[config.mk]
export PLATFORM = sky130hd
export DESIGN_NAME = mem_port_arbiter_flat
export DESIGN_NICKNAME = d
export VERILOG_FILES = /design/src/rtl/mem_port_arbiter_if.sv /design/src/rtl/mem_port_arbiter.sv /design/src/flat_wrapper.sv
export SDC_FILE = /design/constraint.sdc
export NUM_CORES = 1
export LEC_CHECK = 0
export ABC_AREA = 1
export BUFFER_PORTS_ARGS = -buffer_cell sky130_fd_sc_hd__buf_4
export CAP_MARGIN = 20
export CELL_PAD_IN_SITES_DETAIL_PLACEMENT = 0
export CELL_PAD_IN_SITES_GLOBAL_PLACEMENT = 1
export CORE_MARGIN = 2
export CORE_UTILIZATION = 33
export DETAILED_ROUTE_END_ITERATION = 6
export PLACE_DENSITY_LB_ADDON = 0.05
export SLEW_MARGIN = 0
export SYNTH_ARGS = -nofsm -noshare
export SYNTH_HDL_FRONTEND = slang
export SYNTH_SLANG_ARGS = --single-unit
export TNS_END_PERCENT = 100
[constraint.sdc]
create_clock -name clk -period 2.1 [get_ports clk]
set_input_delay 0.42 -clock clk [delete_from_list [all_inputs] [get_ports clk]]
set_output_delay 0.42 -clock clk [all_outputs]
set_load 0.03 [all_outputs]
[src/rtl/mem_port_arbiter_if.sv]
`default_nettype none
// ============================================================================
//  Module      : mem_port_arbiter_if
//  Description : Bundle of the fetch, data and memory-port signals around the
//                memory port arbiter.
//                  i_*  fetch requester (req/addr in, rdata/ack out)
//                  d_*  data requester  (req/wr/addr/wdata/wstrb in,
//                                        rdata/ack out)
//                  m_*  memory port     (req/wr/addr/wdata/wstrb out,
//                                        rdata/ack in)
//                  busy arbiter not idle
//                The slave modport is the arbiter's view; the master modport
//                is the view of the datapath plus memory around it.
//  Revision    : 1.0 - initial release
// ============================================================================
interface mem_port_arbiter_if #(
    parameter int ADDR_W = 32,
    parameter int DATA_W = 32
);
    localparam int STRB_W = DATA_W / 8;

    logic              i_req;
    logic [ADDR_W-1:0] i_addr;
    logic [DATA_W-1:0] i_rdata;
    logic              i_ack;

    logic              d_req;
    logic              d_wr;
    logic [ADDR_W-1:0] d_addr;
    logic [DATA_W-1:0] d_wdata;
    logic [STRB_W-1:0] d_wstrb;
    logic [DATA_W-1:0] d_rdata;
    logic              d_ack;

    logic              m_req;
    logic              m_wr;
    logic [ADDR_W-1:0] m_addr;
    logic [DATA_W-1:0] m_wdata;
    logic [STRB_W-1:0] m_wstrb;
    logic [DATA_W-1:0] m_rdata;
    logic              m_ack;

    logic              busy;

    modport slave (
        input  i_req, i_addr,
        output i_rdata, i_ack,
        input  d_req, d_wr, d_addr, d_wdata, d_wstrb,
        output d_rdata, d_ack,
        output m_req, m_wr, m_addr, m_wdata, m_wstrb,
        input  m_rdata, m_ack,
        output busy
    );

    modport master (
        output i_req, i_addr,
        input  i_rdata, i_ack,
        output d_req, d_wr, d_addr, d_wdata, d_wstrb,
        input  d_rdata, d_ack,
        input  m_req, m_wr, m_addr, m_wdata, m_wstrb,
        output m_rdata, m_ack,
        input  busy
    );
endinterface
`default_nettype wire

[src/rtl/mem_port_arbiter.sv]
`default_nettype none
// ============================================================================
//  Module      : mem_port_arbiter
//  Description : Shares one memory port between instruction fetch and the
//                data (load/store) stage. A granted request is latched onto
//                the port and held until the memory acknowledges it; the
//                requester then sees a one-cycle ack with registered read
//                data. Data wins ties, but a streak counter forces a pending
//                fetch through after MAX_D_STREAK consecutive data grants.
//  Ports       : clk  - clock, rising edge
//                rst  - synchronous active-high reset
//                bus  - mem_port_arbiter_if.slave (fetch, data, memory, busy)
//  Revision    : 1.0 - initial release
// ============================================================================
module mem_port_arbiter #(
    parameter int ADDR_W       = 32,
    parameter int DATA_W       = 32,
    parameter int MAX_D_STREAK = 4
) (
    input  logic                clk,
    input  logic                rst,
    mem_port_arbiter_if.slave   bus
);

    localparam int STREAK_W = $clog2(MAX_D_STREAK + 1);
    localparam logic [STREAK_W-1:0] c_streak_max = STREAK_W'(MAX_D_STREAK);

    localparam logic [1:0] c_st_idle = 2'd0;
    localparam logic [1:0] c_st_inst = 2'd1;
    localparam logic [1:0] c_st_data = 2'd2;
    localparam logic [1:0] c_st_done = 2'd3;

    logic [1:0]          state;
    logic [1:0]          state_next;
    logic [STREAK_W-1:0] streak;
    logic                sel_data;     // winner of the access in flight
    logic                grant_inst;
    logic                grant_data;

    // ------------------------------------------------------------------
    // Arbitration decode; only acted on in IDLE.
    // ------------------------------------------------------------------
    always_comb begin
        grant_inst = bus.i_req && (!bus.d_req || (streak == c_streak_max));
        grant_data = bus.d_req && !grant_inst;
    end

    // ------------------------------------------------------------------
    // State register
    // ------------------------------------------------------------------
    always_ff @(posedge clk) begin
        if (rst) begin
            state <= c_st_idle;
        end else begin
            state <= state_next;
        end
    end

    // ------------------------------------------------------------------
    // Next-state logic
    // ------------------------------------------------------------------
    always_comb begin
        state_next = state;
        case (state)
            c_st_idle: begin
                if (grant_inst) begin
                    state_next = c_st_inst;
                end else if (grant_data) begin
                    state_next = c_st_data;
                end
            end
            c_st_inst,
            c_st_data: begin
                if (bus.m_ack) begin
                    state_next = c_st_done;
                end
            end
            c_st_done: begin
                state_next = c_st_idle;
            end
            default: begin
                state_next = c_st_idle;
            end
        endcase
    end

    // ------------------------------------------------------------------
    // Outputs decoded from state (and the registered winner) only, so no
    // input reaches an output combinationally.
    // ------------------------------------------------------------------
    always_comb begin
        bus.m_req = (state == c_st_inst) || (state == c_st_data);
        bus.i_ack = (state == c_st_done) && !sel_data;
        bus.d_ack = (state == c_st_done) && sel_data;
        bus.busy  = (state != c_st_idle);
    end

    // ------------------------------------------------------------------
    // Port latch, read-data capture and streak counter
    // ------------------------------------------------------------------
    always_ff @(posedge clk) begin
        if (rst) begin
            bus.m_wr    <= 1'b0;
            bus.m_addr  <= '0;
            bus.m_wdata <= '0;
            bus.m_wstrb <= '0;
            bus.i_rdata <= '0;
            bus.d_rdata <= '0;
            streak      <= '0;
            sel_data    <= 1'b0;
        end else begin
            case (state)
                c_st_idle: begin
                    if (grant_inst) begin
                        bus.m_wr    <= 1'b0;
                        bus.m_addr  <= bus.i_addr;
                        bus.m_wstrb <= '0;
                        sel_data    <= 1'b0;
                        streak      <= '0;
                    end else if (grant_data) begin
                        bus.m_wr    <= bus.d_wr;
                        bus.m_addr  <= bus.d_addr;
                        bus.m_wdata <= bus.d_wdata;
                        bus.m_wstrb <= bus.d_wstrb;
                        sel_data    <= 1'b1;
                        // Only a data grant that overtook a waiting fetch
                        // counts toward the starvation bound.
                        if (bus.i_req) begin
                            streak <= (streak == c_streak_max) ? streak
                                                               : streak + 1'b1;
                        end else begin
                            streak <= '0;
                        end
                    end
                end
                c_st_inst: begin
                    if (bus.m_ack) begin
                        bus.i_rdata <= bus.m_rdata;
                    end
                end
                c_st_data: begin
                    // Stores leave the load-data register untouched.
                    if (bus.m_ack && !bus.m_wr) begin
                        bus.d_rdata <= bus.m_rdata;
                    end
                end
                default: begin
                end
            endcase
        end
    end

endmodule
`default_nettype wire

[src/flat_wrapper.sv]
// flat-port wrapper written by rule: the top's interface ports become plain ports
module mem_port_arbiter_flat 
#(
    parameter int ADDR_W       = 32,
    parameter int DATA_W       = 32,
    parameter int MAX_D_STREAK = 4
)
  (clk, rst, bus_i_req, bus_i_addr, bus_i_rdata, bus_i_ack, bus_d_req, bus_d_wr, bus_d_addr, bus_d_wdata, bus_d_wstrb, bus_d_rdata, bus_d_ack, bus_m_req, bus_m_wr, bus_m_addr, bus_m_wdata, bus_m_wstrb, bus_m_rdata, bus_m_ack, bus_busy);
  mem_port_arbiter_if #(.ADDR_W(ADDR_W), .DATA_W(DATA_W)) bus_i ();
  input  logic clk;
  input  logic rst;
  input wire logic [$bits(bus_i.i_req)-1:0] bus_i_req;
  input wire logic [$bits(bus_i.i_addr)-1:0] bus_i_addr;
  output wire logic [$bits(bus_i.i_rdata)-1:0] bus_i_rdata;
  output wire logic [$bits(bus_i.i_ack)-1:0] bus_i_ack;
  input wire logic [$bits(bus_i.d_req)-1:0] bus_d_req;
  input wire logic [$bits(bus_i.d_wr)-1:0] bus_d_wr;
  input wire logic [$bits(bus_i.d_addr)-1:0] bus_d_addr;
  input wire logic [$bits(bus_i.d_wdata)-1:0] bus_d_wdata;
  input wire logic [$bits(bus_i.d_wstrb)-1:0] bus_d_wstrb;
  output wire logic [$bits(bus_i.d_rdata)-1:0] bus_d_rdata;
  output wire logic [$bits(bus_i.d_ack)-1:0] bus_d_ack;
  output wire logic [$bits(bus_i.m_req)-1:0] bus_m_req;
  output wire logic [$bits(bus_i.m_wr)-1:0] bus_m_wr;
  output wire logic [$bits(bus_i.m_addr)-1:0] bus_m_addr;
  output wire logic [$bits(bus_i.m_wdata)-1:0] bus_m_wdata;
  output wire logic [$bits(bus_i.m_wstrb)-1:0] bus_m_wstrb;
  input wire logic [$bits(bus_i.m_rdata)-1:0] bus_m_rdata;
  input wire logic [$bits(bus_i.m_ack)-1:0] bus_m_ack;
  output wire logic [$bits(bus_i.busy)-1:0] bus_busy;
  assign bus_i.i_req = bus_i_req;
  assign bus_i.i_addr = bus_i_addr;
  assign bus_i_rdata = bus_i.i_rdata;
  assign bus_i_ack = bus_i.i_ack;
  assign bus_i.d_req = bus_d_req;
  assign bus_i.d_wr = bus_d_wr;
  assign bus_i.d_addr = bus_d_addr;
  assign bus_i.d_wdata = bus_d_wdata;
  assign bus_i.d_wstrb = bus_d_wstrb;
  assign bus_d_rdata = bus_i.d_rdata;
  assign bus_d_ack = bus_i.d_ack;
  assign bus_m_req = bus_i.m_req;
  assign bus_m_wr = bus_i.m_wr;
  assign bus_m_addr = bus_i.m_addr;
  assign bus_m_wdata = bus_i.m_wdata;
  assign bus_m_wstrb = bus_i.m_wstrb;
  assign bus_i.m_rdata = bus_m_rdata;
  assign bus_i.m_ack = bus_m_ack;
  assign bus_busy = bus_i.busy;
  mem_port_arbiter #(.ADDR_W(ADDR_W), .DATA_W(DATA_W), .MAX_D_STREAK(MAX_D_STREAK)) u_core (.clk(clk), .rst(rst), .bus(bus_i));
endmodule
==> summary.txt <==
Status
  – Status: finished, final reports clean

CTS
  – Num CTS Buffers: 17
  – Postcts setup bufs: 0
  – Worst skew pair latency: 410 ps
  – Clock transition at the registers of the reported paths: 60 ps
  – Clock Path Buffers: 2
  – Clock root buffer: clkbuf_16
  – CTS tree: yes
  – CTS Sinks: 139
  – PostCTS Resize Cnt: 0
  – CTS Hold Buffers Added: 0
  – CTS H-tree lvls: 4

STA
  – Clock Skew: 8.18 ps
  – RSZ-0062 raised after global routing: false
  – Tightest Pin Transition: 411 ps
  – Final hold viol count: 0
  – Max Slew Vio Count: 0
  – Final period utilization: 89.2%
  – Setup TNS Final: 0 ps
  – Slew margin rel.: between 70 and 80%
  – Highest clock rate: 534 MHz
  – Final setup fails: 0
  – Tmin final: 1870 ps

Critical path
  – Reg2Reg Depth: 8
  – Crit path max-delay family: buffers and inverters
  – Slowest stage delay, CP: roughly 370 ps
  – Crit path launch type: flop
  – Required @ worst endpoint: around 2400 ps
  – R2r setup slk: 230 ps
  – Worst path slowest cell: inv_4
  – CP dominant cell by count: inv_1
  – Reg2reg start: u_core.state[0]
  – Worst path cell trace: inv_1, ha_1, inv_1, nor2_4, nand2_4, inv_4, nand2_1, a21oi_1
  – Worst path bufs/invs: 3
  – CP arrival: ~2200 ps
  – WS Path Type: reg -> reg
  – RR Endpoint: u_core.bus.m_wr
  – Worst-path maximum fanout: 37
  – Critical path capture point type: flop

Finish
  – Most common cell after layout, fill and taps aside: buf_4
  – Area Growth Syn to Fin: 50.8%
  – Final design utilization: 50.4%
  – Layout Nets: 1172
  – Layout fillers: 1717
  – Layout cells sized above 1: 31.1%
  – FF+latch area: between 2000 and 3000 µm²
  – Commonest cells after routing, fill and taps aside: buf_4, nor2_1, dfxtp_1
  – Ant diodes: 0
  – Area occupied by multi-input gates: roughly 2300 µm²
  – Fin area: 8280 µm²

Routing
  – Initial DRC count: between 200 and 300
  – Vias: 5527
  – Vias per cell: about 4.4
  – Final wirelength: 16.6 mm
  – DRC: 0
  – Drt pass-1 iters: 7
  – Routed length per instance: roughly 13 µm
  – Final ANT Viol Nets: 0

Worst hold path
  – Hold endpoint: u_core.bus.d_rdata[18]
  – WHS Path Cells: 3
  – Hold crit path type: in -> reg
  – Hold_sp: bus_m_rdata[18]

Yosys
  – Largest family of logic cells by synthesized area: simple AND/OR/NAND/NOR gates
  – Syn_nets: 914
  – XOR/XNOR Fraction of Synth Area: 0.160%
  – Simple-gate area share of the yosys netlist: 30.0%
  – Post-Synth Adder-Cell Area: 1.60%
  – Post-Synthesis Cells: between 700 and 800
  – Post-synthesis mux area share: 0%
  – Cell Area, Synth: 5490 µm²
  – Yosys warnings: 0
  – Avg Cell Area, Syn: 7.14 µm²
  – FF+latch count, synth: between 100 and 150
  – Unique cell type count in the Yosys netlist: 22
  – Sequential fraction of the synthesis area: 50.7%
  – Compound-cell area share of the yosys netlist: 10.1%

Global route
  – Antenna violations before repair: 0
  – First-pass GRT wire length: 26.4 mm
  – GRT met1 Usage: 23.3%
  – Largest net degree at the start of global routing: 98
  – Gr ovfl total: 0
  – M3 GR Usage: between 7 and 8%
  – Gr busiest metal: met2
  – GRT Total Usage: between 10% and 20%
  – GRT met2 Usage: roughly 30%
  – Vias in the first global route: around 5100

Flow run
  – Number of max-cap violations: 0

Die
  – I/O pin cnt: around 280
  – Die extent in x: 133 µm
  – Die area: 17700 µm²
  – Die H: 133 µm
  – Initial core utilization: 33.5%
  – Core area: ~16000 µm²
  – Rows: 47

Pwr
  – Total power: between 10 and 15 mW
  – Leak: 4.21 nW
  – Worst vdd ir: 0.000551 V
  – Power per cell area: about 1400 nW/µm²

Place
  – Port-buffer cells: 274
  – Gpl congestion: about 0.73
  – DP HPWL: 11.6 mm
  – Area of placed instances: ~7700 µm²
[worst reg2reg max path, stage by stage (launching register included)]
cell     delay, ps
dfxtp_1        340
inv_1          110
ha_1           210
inv_1           90
nor2_4         210
nand2_4        220
inv_4          380
nand2_1        110
a21oi_1        140
[synthesized netlist by cell type]
master    number  area [µm²]
nand2_1      122         458
xnor2_1        1        8.76
o21ai_0       97         485
nand2_2        1        6.26
nor2_2         1        6.26
nand3_1       32         160
inv_1         42         158
ha_1           7        87.6
nor2_1       262         983
buf_1          1        3.75
inv_2          2        7.51
buf_4          9        67.6
nor2_4         1        11.3
buf_6          2        22.5
inv_4          1        6.26
clkbuf_1      21        78.8
a21boi_2       1        11.3
nand2_4        1        11.3
buf_2         13        65.1
dfxtp_1      139        2780
nand4_1        2        12.5
a21oi_1       11        55.1
[state kept, by name, summed over array words and instances (netlist names)]
signal              flops
u_core.bus.m_wr         1
u_core.bus.i_rdata     32
u_core.sel_data         1
u_core.bus.m_wstrb      4
u_core.bus.m_addr      32
u_core.bus.m_wdata     32
u_core.state            2
u_core.streak           3
u_core.bus.d_rdata     32
[kinds of logic (layout without fill, tap and decap cells)]
kind of cell | Yosys count | count (layout)
DFF | 139 | 139
and+or+nand+nor | 422 | 422
xor gates and xnor gates | 1 | 1
AOI/OAI and AO/OA | 109 | 109
buffers and inverters | 91 | 362
adders and majority gates | 7 | 7
[power breakdown]
part	switching, mW	internal, mW
registers	0.375	3.38
logic	3.25	1.76
clock network	1.12	1.81
total	4.74	6.95
[per-layer routing]
layer	part of all wire (%)	routed length [µm]
met2	46	7570
met4	1.3	216
met5	0	0
met3	8.4	1390
met1	45	7450
[through the flow]
step / setup slack [ps] / instances / hold WS (ps)
finish: 227 / 1260 / 241
global route: 29.4 / 1260 / 227
CTS: 197 / 1260 / 221
detailed placement: 226 / 1228 / 464
global placement: 288 / 1228 / 457
floorplan: 518 / 769 / 453
[worst max-delay path by stage]
stage          cells after the start            start               endpoint
2_1_floorplan                     10  u_core.state[0]   u_core.bus.m_addr[1]
3_3_place_gp                       8  u_core.state[0]  u_core.bus.m_wstrb[0]
3_5_place_dp                       8  u_core.state[0]  u_core.bus.m_wstrb[3]
4_1_cts                            3  u_core.state[0]              bus_m_req
5_1_grt                            8  u_core.state[0]  u_core.bus.m_wstrb[1]
6_report                           8  u_core.state[0]        u_core.bus.m_wr
[final cells by class]
cell class | count | share of cell area, %
clock buffer | 22 | 5.61
clock inverter | 10 | 1.42
inverter | 45 | 2.07
multi-input combinational | 539 | 27.8
sequential | 139 | 33.6
tap | 220 | 3.33
timing repair buffer | 285 | 26.2
Power figures use the tool's default switching activity.
